--- src/rtl/alu_pkg.sv ---
// Shared opcode, state and flag-index definitions for the sequential ALU.
package alu_pkg;

  typedef enum logic [3:0] {
    ADD = 4'd0,
    SUB = 4'd1,
    MUL = 4'd2,
    DIV = 4'd3,
    MOD = 4'd4,
    AND = 4'd5,
    OR  = 4'd6,
    XOR = 4'd7,
    SHR = 4'd8,
    SHL = 4'd9
  } alu_op_e;

  localparam int FLG_V  = 0;
  localparam int FLG_C  = 1;
  localparam int FLG_Z  = 2;
  localparam int FLG_N  = 3;
  localparam int FLG_DZ = 4;
  localparam int FLG_W  = 5;

  typedef enum logic [1:0] {
    IDLE,
    EXEC,
    DIVIDE,
    DONE
  } state_e;

endpackage

--- src/rtl/alu_div_iter.sv ---
// Iterative restoring divider: one quotient bit per cycle, N cycles after start.
module alu_div_iter #(
  parameter int N = 4
) (
  input  logic         clk,
  input  logic         rst_n,
  input  logic         start,
  input  logic [N-1:0] a,
  input  logic [N-1:0] b,
  output logic         busy,
  output logic         done,
  output logic [N-1:0] quot,
  output logic [N-1:0] rem
);

  localparam int CNT_W = $clog2(N + 1);

  logic [CNT_W-1:0] cnt_q;
  logic [N-1:0]     quot_q;
  logic [N-1:0]     rem_q;
  logic [N-1:0]     dvs_q;
  logic             done_q;

  logic [N:0]       shifted;
  logic             ge;
  logic [N-1:0]     step_rem;
  logic [N-1:0]     step_quot;

  // One restoring step: shift in the next dividend bit, subtract if it fits.
  // When the subtraction is taken the true difference is below the divisor,
  // so the low N bits of the modular difference are exact.
  always_comb begin
    shifted   = {rem_q, quot_q[N-1]};
    ge        = (shifted >= {1'b0, dvs_q});
    step_rem  = ge ? (shifted[N-1:0] - dvs_q) : shifted[N-1:0];
    step_quot = {quot_q[N-2:0], ge};
  end

  // Load on start, then iterate while the down-counter is non-zero; done pulses
  // for one cycle after the last step and quot/rem hold until the next start.
  always_ff @(posedge clk or negedge rst_n) begin
    if (!rst_n) begin
      cnt_q  <= '0;
      quot_q <= '0;
      rem_q  <= '0;
      dvs_q  <= '0;
      done_q <= 1'b0;
    end else begin
      done_q <= 1'b0;
      if (start) begin
        cnt_q  <= CNT_W'(N);
        quot_q <= a;
        rem_q  <= '0;
        dvs_q  <= b;
      end else if (cnt_q != '0) begin
        cnt_q  <= cnt_q - CNT_W'(1);
        quot_q <= step_quot;
        rem_q  <= step_rem;
        if (cnt_q == CNT_W'(1)) begin
          done_q <= 1'b1;
        end
      end
    end
  end

  assign busy = (cnt_q != '0);
  assign done = done_q;
  assign quot = quot_q;
  assign rem  = rem_q;

endmodule

--- src/rtl/alu_seq_unit.sv ---
// Registered ALU with valid/ready on both sides; DIV/MOD use the iterative divider.
//
// state  | meaning
// IDLE   | ready for a new transaction (in_ready=1)
// EXEC   | single-cycle op (or divide-by-zero) computing from latched operands
// DIVIDE | waiting for the iterative divider to finish
// DONE   | result/flags valid, held until out_ready
module alu_seq_unit
  import alu_pkg::*;
#(
  parameter int N = 4
) (
  input  logic             clk,
  input  logic             rst_n,
  input  logic             in_valid,
  output logic             in_ready,
  input  logic [3:0]       op,
  input  logic [N-1:0]     a,
  input  logic [N-1:0]     b,
  output logic             out_valid,
  input  logic             out_ready,
  output logic [N-1:0]     result,
  output logic [FLG_W-1:0] flags
);

  state_e state_q, state_d;

  logic [3:0]       op_q;
  logic [N-1:0]     a_q;
  logic [N-1:0]     b_q;

  logic             accept;
  logic             is_div_in;
  logic             div_start;
  logic             div_busy;
  logic             div_done;
  logic             div_finish;
  logic [N-1:0]     div_quot;
  logic [N-1:0]     div_rem;

  logic [N:0]       sum;
  logic [N:0]       diff;
  logic [2*N-1:0]   prod;
  logic [N-1:0]     exec_res;
  logic             exec_c;
  logic             exec_v;
  logic             exec_dz;
  logic             exec_legal;
  logic [FLG_W-1:0] exec_flg;
  logic [N-1:0]     div_res;
  logic [FLG_W-1:0] div_flg;

  // accept is derived from the state register directly so the handshake
  // outputs never feed back into the next-state logic.
  assign accept     = in_valid && (state_q == IDLE);
  assign is_div_in  = (alu_op_e'(op) == DIV) || (alu_op_e'(op) == MOD);
  assign div_start  = accept && is_div_in && (b != '0);
  assign div_finish = div_done && !div_busy;

  alu_div_iter #(.N(N)) u_div (
    .clk   (clk),
    .rst_n (rst_n),
    .start (div_start),
    .a     (a),
    .b     (b),
    .busy  (div_busy),
    .done  (div_done),
    .quot  (div_quot),
    .rem   (div_rem)
  );

  // State register.
  always_ff @(posedge clk or negedge rst_n) begin
    if (!rst_n) begin
      state_q <= IDLE;
    end else begin
      state_q <= state_d;
    end
  end

  // Next state and handshake outputs; a zero divisor takes the EXEC path.
  always_comb begin
    state_d   = state_q;
    in_ready  = 1'b0;
    out_valid = 1'b0;
    case (state_q)
      IDLE: begin
        in_ready = 1'b1;
        if (in_valid) begin
          state_d = div_start ? DIVIDE : EXEC;
        end
      end
      EXEC: begin
        state_d = DONE;
      end
      DIVIDE: begin
        if (div_finish) begin
          state_d = DONE;
        end
      end
      DONE: begin
        out_valid = 1'b1;
        if (out_ready) begin
          state_d = IDLE;
        end
      end
      default: begin
        state_d = IDLE;
      end
    endcase
  end

  // Operand capture on accept.
  always_ff @(posedge clk or negedge rst_n) begin
    if (!rst_n) begin
      op_q <= '0;
      a_q  <= '0;
      b_q  <= '0;
    end else if (accept) begin
      op_q <= op;
      a_q  <= a;
      b_q  <= b;
    end
  end

  // Single-cycle datapath; DIV/MOD only reach here with a zero divisor.
  // Shifts by b >= N naturally yield zero for an N-bit logical shift.
  always_comb begin
    sum        = {1'b0, a_q} + {1'b0, b_q};
    diff       = {1'b0, a_q} - {1'b0, b_q};
    prod       = {{N{1'b0}}, a_q} * {{N{1'b0}}, b_q};
    exec_res   = '0;
    exec_c     = 1'b0;
    exec_v     = 1'b0;
    exec_dz    = 1'b0;
    exec_legal = 1'b1;
    case (alu_op_e'(op_q))
      ADD: begin
        exec_res = sum[N-1:0];
        exec_c   = sum[N];
        exec_v   = (a_q[N-1] == b_q[N-1]) && (exec_res[N-1] != a_q[N-1]);
      end
      SUB: begin
        exec_res = diff[N-1:0];
        exec_c   = diff[N];
        exec_v   = (a_q[N-1] != b_q[N-1]) && (exec_res[N-1] != a_q[N-1]);
      end
      MUL: begin
        exec_res = prod[N-1:0];
        exec_c   = |prod[2*N-1:N];
      end
      DIV: begin
        exec_res = '1;
        exec_dz  = 1'b1;
      end
      MOD: begin
        exec_res = a_q;
        exec_dz  = 1'b1;
      end
      AND:     exec_res = a_q & b_q;
      OR:      exec_res = a_q | b_q;
      XOR:     exec_res = a_q ^ b_q;
      SHR:     exec_res = a_q >> b_q;
      SHL:     exec_res = a_q << b_q;
      default: exec_legal = 1'b0;
    endcase
    exec_flg = '0;
    if (exec_legal) begin
      exec_flg[FLG_DZ] = exec_dz;
      exec_flg[FLG_N]  = exec_res[N-1];
      exec_flg[FLG_Z]  = (exec_res == '0);
      exec_flg[FLG_C]  = exec_c;
      exec_flg[FLG_V]  = exec_v;
    end
  end

  // Divider result selection and its flags (C, V and DZ are always zero here).
  always_comb begin
    div_res        = (alu_op_e'(op_q) == MOD) ? div_rem : div_quot;
    div_flg        = '0;
    div_flg[FLG_N] = div_res[N-1];
    div_flg[FLG_Z] = (div_res == '0);
  end

  // Output registers load when leaving EXEC or DIVIDE and hold through DONE.
  always_ff @(posedge clk or negedge rst_n) begin
    if (!rst_n) begin
      result <= '0;
      flags  <= '0;
    end else if (state_q == EXEC) begin
      result <= exec_res;
      flags  <= exec_flg;
    end else if ((state_q == DIVIDE) && div_finish) begin
      result <= div_res;
      flags  <= div_flg;
    end
  end

endmodule

--- config.mk ---
export PLATFORM = sky130hd
export DESIGN_NAME = alu_seq_unit
export DESIGN_NICKNAME = d
export VERILOG_FILES = /design/src/rtl/alu_pkg.sv /design/src/rtl/alu_div_iter.sv /design/src/rtl/alu_seq_unit.sv
export SDC_FILE = /design/constraint.sdc
export NUM_CORES = 1
export LEC_CHECK = 0
export ABC_AREA = 1
export CAP_MARGIN = 20
export CELL_PAD_IN_SITES_DETAIL_PLACEMENT = 0
export CELL_PAD_IN_SITES_GLOBAL_PLACEMENT = 1
export CORE_MARGIN = 2
export CORE_UTILIZATION = 30
export CTS_BUF_LIST = sky130_fd_sc_hd__clkbuf_8
export DETAILED_ROUTE_END_ITERATION = 8
export PLACE_DENSITY_LB_ADDON = 0.1
export SLEW_MARGIN = 20
export SYNTH_ARGS = -nofsm -noshare
export SYNTH_HDL_FRONTEND = slang
export SYNTH_SLANG_ARGS = --single-unit
--- constraint.sdc ---
create_clock -name clk -period 6.94 [get_ports clk]
set_input_delay 1.735 -clock clk [delete_from_list [all_inputs] [get_ports clk]]
set_output_delay 1.735 -clock clk [all_outputs]
set_load 0.01 [all_outputs]
After elaboration in Yosys (flattened, before gate mapping)
Cells that the tools add are included.
- input bits: 16
- register bits: 39
- output and inout bits: 11
- logic and storage cells: 93
- reduce and logical (&&, ||, !) cells: 21
- multiplexer cells: 28
- multipliers: 1
- bitwise logic cells: 3
- add/subtract/negate cells: 4
- shifts and indexed selects: 2
- eq/ne operators: 22
- magnitude comparators: 1
- operators by type and width (kind ; number):
    case mux 4 bit (10 select lines) ; 1
    2-to-1 mux 4 bit ; 8
    equality test 4 x 3 -> 1 bit (second input constant) ; 5
    2-to-1 mux 5 bit ; 3
    equality test 4 x 2 -> 1 bit (second input constant) ; 3
    logical NOT 4 bit ; 3
    OR reduction 10 bit ; 1
    equality test 4 bit (second input constant) ; 2
    multiplier 4 x 4 -> 8 bit ; 1
    2-to-1 mux 2 bit ; 4
    case mux 2 bit (4 select lines) ; 1
    logical AND 1 bit ; 7
    2-to-1 mux 1 bit ; 7
    2-to-1 mux 3 bit ; 2
    != test 2 bit (second input constant) ; 3
    adder 4 x 4 -> 5 bit ; 1
    >= comparator 5 x 4 -> 1 bit ; 1
    subtractor 4 x 4 -> 5 bit ; 1
    bitwise AND 4 bit ; 1
    equality test 2 bit (second input constant) ; 2
    equality test 4 x 1 -> 1 bit (second input constant) ; 1
    OR 4 bit ; 1
    nonzero test 2 bit ; 2
    nonzero test 4 bit ; 1
    other kinds (18) ; 20

Logic depth before layout (Yosys ltp)
- depth in word-level cells: 7
- gate-level depth with buffers: 20
- gate-level depth less buffers: 19

Modules after synthesis
Synthesis repeated with hierarchy kept, for this count alone.
- cell total of the unflattened synthesis: 478
- area total of the unflattened synthesis: 3373.2 µm²
- by module, submodules not included (module ; sequential area each (µm²) ; cells each ; area each (µm²) ; times used):
    alu_seq_unit ; 575.6 ; 369 ; 2466.1 ; 1
    alu_div_iter ; 400.4 ; 109 ; 907.1 ; 1

Worst setup path before layout
Ideal clock, no wire load.
- path kind: register -> register
- from: register b_q[1]
- to: register flags[1]
- data required time: 6.823 ns
- stages on the path, launching flop included: 18
- library setup time: 0.117 ns
- data arrival time: 2.868 ns
- path slack: 3.955 ns
- path buffers: 1
- period minus slack after synthesis: 2.985 ns
- path through: dfrtp_1 -> clkbuf_1 -> nand2_1 -> fa_1 -> fa_1 -> fa_1 -> inv_1 -> nand2_1 -> a21oi_1 -> nor2_1 -> nand2_1 -> nand3_1 -> nor2_1 -> nand2_1 -> nand2_1 -> nand2_1 -> nand2_1 -> nand2_1
- word-level cells in the longest chain between the ends: 5
- elaborated cells on any way between the ends: 7
- those cells by class: 2 x add/sub; 1 x mul; 3 x mux; 1 x reduce/logical
- ends and longest elaborated chain (what ; line ; source):
    from (decl) ; alu_seq_unit.sv:30 ; logic [N-1:0] b_q;
    from (signal assigned) ; alu_seq_unit.sv:118 ; b_q <= '0;
    from (signal assigned) ; alu_seq_unit.sv:122 ; b_q <= b;
    multiplier 4 x 4 -> 8 bit ; alu_seq_unit.sv:131 ; prod = {{N{1'b0}}, a_q} * {{N{1'b0}}, b_q};
    OR reduction 4 bit ; alu_seq_unit.sv:150 ; exec_c = |prod[2*N-1:N];
    case mux 1 bit (3 select lines) * ; alu_seq_unit.sv:137 ; case (alu_op_e'(op_q))
    2-to-1 mux 5 bit * ; alu_seq_unit.sv:168 ; if (exec_legal) begin
    2-to-1 mux 5 bit * ; alu_seq_unit.sv:190 ; end else if (state_q == EXEC) begin
    to (signal assigned) ; alu_seq_unit.sv:192 ; flags <= exec_flg;
    to (signal assigned) ; alu_seq_unit.sv:195 ; flags <= div_flg;
    to (decl) ; alu_seq_unit.sv:23 ; output logic [FLG_W-1:0] flags
Mark *: on every way between the ends. The rest lies on a longest branch, timed or not.
A chain may end at the register's enable or synchronous reset.

Worst setup path in the final report
- from: input in_valid
- to: register u_div.quot_q[1] (netlist: u_div.quot[1])
- word-level cells in the longest chain between the ends: 4
- elaborated cells on any way between the ends: 5
- those cells by class: 1 x mux; 4 x reduce/logical
- ends and longest elaborated chain (what ; line ; source):
    from (decl) ; alu_seq_unit.sv:15 ; input logic in_valid,
    logical AND 1 bit * ; alu_seq_unit.sv:55 ; assign accept = in_valid && (state_q == IDLE);
    logical AND 1 bit * (2 in series) ; alu_seq_unit.sv:57 ; assign div_start = accept && is_div_in && (b != '0);
    2-to-1 mux 4 bit or nonzero test 2 bit (tied branches) ; n/a ;
    to (signal assigned) ; alu_div_iter.sv:57 ; quot_q <= step_quot;
    to (decl) ; alu_div_iter.sv:19 ; logic [N-1:0] quot_q;
Marks and branches as above.

==> impl_metrics.tcl <==
set metrics [dict create \
    p_sw_share_pct 51.6 \
    syn_inst 468 \
    crit_buf_inv 3 \
    die_y_microns 108 \
    vdd_drop_max_v 0.000162 \
    seq_area_frac_synth_pct 30.1 \
    grt_pass1_vias 3042 \
    drc 0 \
    arrival_ns 3.99 \
    mostFrequentLayoutCells "nand2_1, inv_1, nor2_1" \
    placed_area_sq_mm 0.00365 \
    relSlewSlack_pct 39.1 \
    cp_slowest_cell "clkdlybuf4s50_1" \
    tritoncts "done" \
    min_path_type "flop to flop" \
    ys_warn_count 0 \
    antenna_left 0 \
    p_leak_uw 0.00202 \
    status "finished, final reports clean" \
    cts_max_path_buffers 2 \
    skew_ns 0.00583 \
    power.internal_uw 841 \
    wl_per_cell_microns 14.3 \
    hold_start "flags[0]" \
    synth_area_sq_mm 0.00325 \
    grt_setup_unrepaired "false" \
    fin_area_sq_mm 0.00375 \
    final.setup.tns_ns 0 \
    hold_viol 0 \
    period_share_pct 55.3 \
    post-dp-hpwl_mm 7.15 \
    io_pins 27 \
    mostFrequentLayoutCell "nand2_1" \
    cap_violations 0 \
    total_power_uw 1740 \
    drt_pass1_iterations 4 \
    switchingPower_uw 896 \
    cts.sinks 39 \
    setup_viol 0 \
    htreeDepth 2 \
    crit_top_cell "nand2_1" \
    rows 37 \
    clkSlewWorstSetupHoldPaths_ns 0.08 \
    grt_pass1_wl_mm 15.3 \
    antenna_cells 0 \
    antenna_found_initial 0 \
    clk-insertion-delay-late_ns 0.29 \
    fin_hold_ws_ns 0.479 \
    ys_seq_elements 39 \
    cts_root_buf "clkbuf_8" \
    cts_made_buffers 5 \
    crit_start "in_valid" \
    overflow 0 \
    initial_core_util_pct 31.2 \
    fp.dieArea_sq_mm 0.0117 \
    setup_slack_ns 3.10 \
    drt_iter0_drc 147 \
    fin_nets 553 \
    wl_mm 9.05 \
    grt_usage_pct 16.9 \
    power_density_mw_per_mm2 463 \
    crit_path_max_incr_delay_ns 0.48 \
    timing.rr.start "a_q[1]" \
    syn2layout_area_growth_pct 15.5 \
    path_cells "clkdlybuf4s50_1 > nand2_1 > nor2_1 > nand2_1 > inv_1 > nand2_1 > nand2_1 > inv_1 > nand2_1 > o221ai_1" \
    synthDistinctLibCells 27 \
    viasPerCell 4.78 \
    drive_gt1_share_pct 2.42 \
    p_seq_share_pct 27.4 \
    critPathTopFamily "simple AND/OR/NAND/NOR gates" \
    worstPathMaxFanout 24 \
    cts_setup_buffers 0 \
    worstMarginPinSlew_ns 0.913 \
    crit_type "input port to flop" \
    port_buffers 26 \
    vias 3024 \
    die_w_microns 108 \
    core_sq_mm 0.0104 \
    pwr-share-comb_pct 62.8 \
    maxSlewViolCount 0 \
    worstSetupStartpointType "input port" \
    end_kind "flop" \
    postCtsHoldBufs 0 \
    clkPwrFrac_pct 9.8 \
    synth_nets 526 \
    required_ns 7.09 \
    dpl_worst_slack_ns 2.74 \
    grt_start_max_net_pins 40 \
    fin_crit_ns 3.84 \
    gp_congestion 0.771 \
    postSynthAreaPerCell_sq_um 6.94 \
    cts.repair.resized 0 \
    fmax_mhz 260 \
]
==> per-stage QoR <==
| stage | util (%) | cells |
|---|---|---|
| floorplan | - | 468 |
| global placement | 35.0 | 624 |
| detailed placement | 35.0 | 624 |
| CTS | 36.0 | 632 |
| global route | 36.0 | 632 |
| finish | 36.0 | 632 |
==> flip-flops by register name, summed over array words and instances, names as in the netlist <==
register,count
flags,5
a_q,4
b_q,4
op_q,4
result,4
u_div.dvs_q,4
u_div.quot,4
u_div.rem,4
u_div.cnt_q,3
state_q,2
u_div.done,1
==> cell usage after synthesis <==
library cell | instances | share of area [%]
or2_2 | 2 | 0.39
o21ai_0 | 29 | 4.5
mux2i_1 | 1 | 0.31
o211ai_1 | 9 | 2.1
nand2_2 | 1 | 0.19
nand4_1 | 3 | 0.58
fa_1 | 7 | 4.3
a31oi_1 | 3 | 0.58
a21oi_1 | 20 | 3.1
o31ai_1 | 2 | 0.46
nor2_1 | 40 | 4.6
o21bai_1 | 1 | 0.23
xnor2_1 | 1 | 0.27
nand2_1 | 145 | 17
o221ai_1 | 4 | 1.1
xor2_1 | 5 | 1.3
o21ai_1 | 1 | 0.15
nor3_1 | 2 | 0.31
nor3b_1 | 1 | 0.23
ha_1 | 35 | 13
a22oi_1 | 2 | 0.46
dfrtp_1 | 39 | 30
inv_1 | 80 | 9.3
clkbuf_1 | 6 | 0.69
nand3_1 | 27 | 4.2
nor2_2 | 1 | 0.19
o22ai_1 | 1 | 0.19
==> tightest hold or removal path: cells and delay by family, from the launching register on <==
kind / cells / cell delay, ns
DFF: 1 / 0.34
and+or+nand+nor: 2 / 0.10
==> area by class of cell <==
cell class / instances / area (sq um)
inverter: 80 / 300
timing repair buffer: 26 / 255
multi-input combinational: 343 / 1950
tap: 136 / 170
fill: 1150 / 6670
sequential: 39 / 976
clock buffer: 7 / 96.3
clock inverter: 1 / 3.75
==> power groups by stage <==
stage | logic (uW) | clock network (uW) | registers (uW)
3_3_place_gp | 1100 | 0 | 481
6_report | 1090 | 170 | 476
4_1_cts | 1100 | 177 | 477
3_5_place_dp | 1090 | 0 | 481
5_1_grt | 1280 | 185 | 497
2_1_floorplan | 788 | 0 | 428
==> logic make-up after synthesis <==
logic type               after synthesis  share of synthesized area [%]
AO/OA/AOI/OAI                         72                           12.8
XOR/XNOR                               6                           1.62
adder cells (fa/ha/maj)               42                           17.8
buffers and inverters                 86                           9.95
flip-flops                            39                           30.1
multiplexers                           1                          0.308
AND/OR/NAND/NOR                      222                           27.4
==> path summary, 6_finish.rpt <==
check                                end  slack, ns  cells after the start
setup / recovery           u_div.quot[1]       3.10                     10
hold / removal                  flags[0]       0.48                      2
setup reg to reg                flags[1]       3.61                     16
hold reg to reg                 flags[0]       0.48                      2
max in group asynchronous       flags[3]       4.80                      1
min in group asynchronous      result[1]       1.58                      1
==> metal layers <==
layer | track usage, % | up-vias | part of all wire (%)
li1 | - | 1540 | -
met1 | 22.5 | 1424 | 48
met2 | 29.2 | 52 | 47
met3 | 1.57 | 8 | 2.9
met4 | 4.85 | 0 | 1.6
met5 | 0 | - | 0
(Power assumes the default switching activity.)
==> variant (same flow settings) <==
Make the reset (`rst_n`) synchronous in 4 clocked blocks.
--- a/src/rtl/alu_div_iter.sv
+++ b/src/rtl/alu_div_iter.sv
@@ -38,7 +38,7 @@
 
   // Load on start, then iterate while the down-counter is non-zero; done pulses
   // for one cycle after the last step and quot/rem hold until the next start.
-  always_ff @(posedge clk or negedge rst_n) begin
+  always_ff @(posedge clk) begin
     if (!rst_n) begin
       cnt_q  <= '0;
       quot_q <= '0;
--- a/src/rtl/alu_seq_unit.sv
+++ b/src/rtl/alu_seq_unit.sv
@@ -70,7 +70,7 @@
   );
 
   // State register.
-  always_ff @(posedge clk or negedge rst_n) begin
+  always_ff @(posedge clk) begin
     if (!rst_n) begin
       state_q <= IDLE;
     end else begin
@@ -111,7 +111,7 @@
   end
 
   // Operand capture on accept.
-  always_ff @(posedge clk or negedge rst_n) begin
+  always_ff @(posedge clk) begin
     if (!rst_n) begin
       op_q <= '0;
       a_q  <= '0;
@@ -183,7 +183,7 @@
   end
 
   // Output registers load when leaving EXEC or DIVIDE and hold through DONE.
-  always_ff @(posedge clk or negedge rst_n) begin
+  always_ff @(posedge clk) begin
     if (!rst_n) begin
       result <= '0;
       flags  <= '0;
Check against the original RTL: differs if rst_n is asserted again (counterexample within 4 cycles, from zero or initial values and one cycle with rst_n low); with rst_n held inactive, the same outputs for 10 cycles.
==> variant against the original RTL <==
  * Critical path depth unchanged
  * Sequential cell count unchanged
  * Sequential share of layout area down 4.7 points
  * Highest routed layer unchanged
  * Total power down 28%
  * Sequential power decreased by 22%
  * Cell count increased by 3.2%
  * Routed wire length down 2.8%
  * Final area fell by 2.3%
  * Non-clock buffer count unchanged
  * Area after synthesis down 2.0%
  * Synthesized cell count is 5.6% higher
  * Worst setup slack worse by 0.27 ns
==> variant: results <==
[pwr]
powerComb_mw = 0.713
clock_power_share = 0.134
ir_worst_vdd_v = 0.000147
p_leak_nw = 1.79
powerDensity_nw_per_um2 = 343
internal-power_mw = 0.644

[drt]
num_vias = 3046
drt_iter0_drc = 133
avgViaCountPerCell = 4.67
met3WireLength_um = 220
wl_per_cell_um = 13.5
wl_met2_um = 3680

[yosys]
synth_cells = 494
synth_common_cells = "nand2_1 (135), inv_1 (74), nor2_1 (42)"
async_flop_share = 0
synth.area.top_cells = "dfxtp_1 (25%), nand2_1 (16%), ha_1 (14%)"
ys.flop_type = "dfxtp_1"
synth_nets = 552
synth_cell_types = 33
synth-seq-area-share = 0.246

[setup_path]
r2r_end = "flags[3]"
reg2reg_slack_ns = 3.75
worst-r2r-cell-count = 13
cp_slowest_cell = "nand4_1"
reg2reg_from = "a_q[1]"
cp_data_arrival_time_ns = 4.30
cp-endpoint = "u_div.rem[1]"

[global_route]
met1_usage = 0.248
grt_pass1_wl_um = 14800
grtUsageTotal = 0.163
grtUsageMet2 = 0.247

[timing]
min_period_ns = 4.11
holdWs_ns = 0.466
fin_worst_skew_ns = 0.00740

[min_path]
worstHoldStart = "flags[3]"

[placed_design]
dp.final_hpwl_um = 7240
place_inst = 644
gp_congestion = 0.854
post-place-ws_ns = 2.54

[status]
status = "complete, no violations"

[finish]
drive_gt1_frac = 0.0349
-- variant: cell count changes after synthesis, sizes merged, moves of 3 or more --
cell    delta
dfrtp     -39
a21oi     +20
inv        -4
o221ai     -4
nand3      +5
buf        +4
nand2      -9
dfxtp     +39
o21ai      +9
xor2       -3
nor2       +5
o211ai     -5
-- variant: layout make-up --
| class | instances | area [um2] |
|---|---|---|
| Fill cell | 1171 | 6660 |
| Multi-Input combinational cell | 367 | 2060 |
| Sequential cell | 39 | 781 |
| Inverter | 76 | 285 |
| Timing Repair Buffer | 26 | 260 |
| Tap cell | 136 | 170 |
| Clock buffer | 7 | 96.3 |
| Clock inverter | 1 | 3.75 |
-- variant: logic make-up after synthesis --
family | after synthesis | synth area share
and+or+nand+nor | 225 | 0.293
xor gates and xnor gates | 4 | 0.0110
adders and majority gates | 42 | 0.182
AOI/OAI and AO/OA | 96 | 0.164
buffers and inverters | 88 | 0.105
DFF | 39 | 0.246
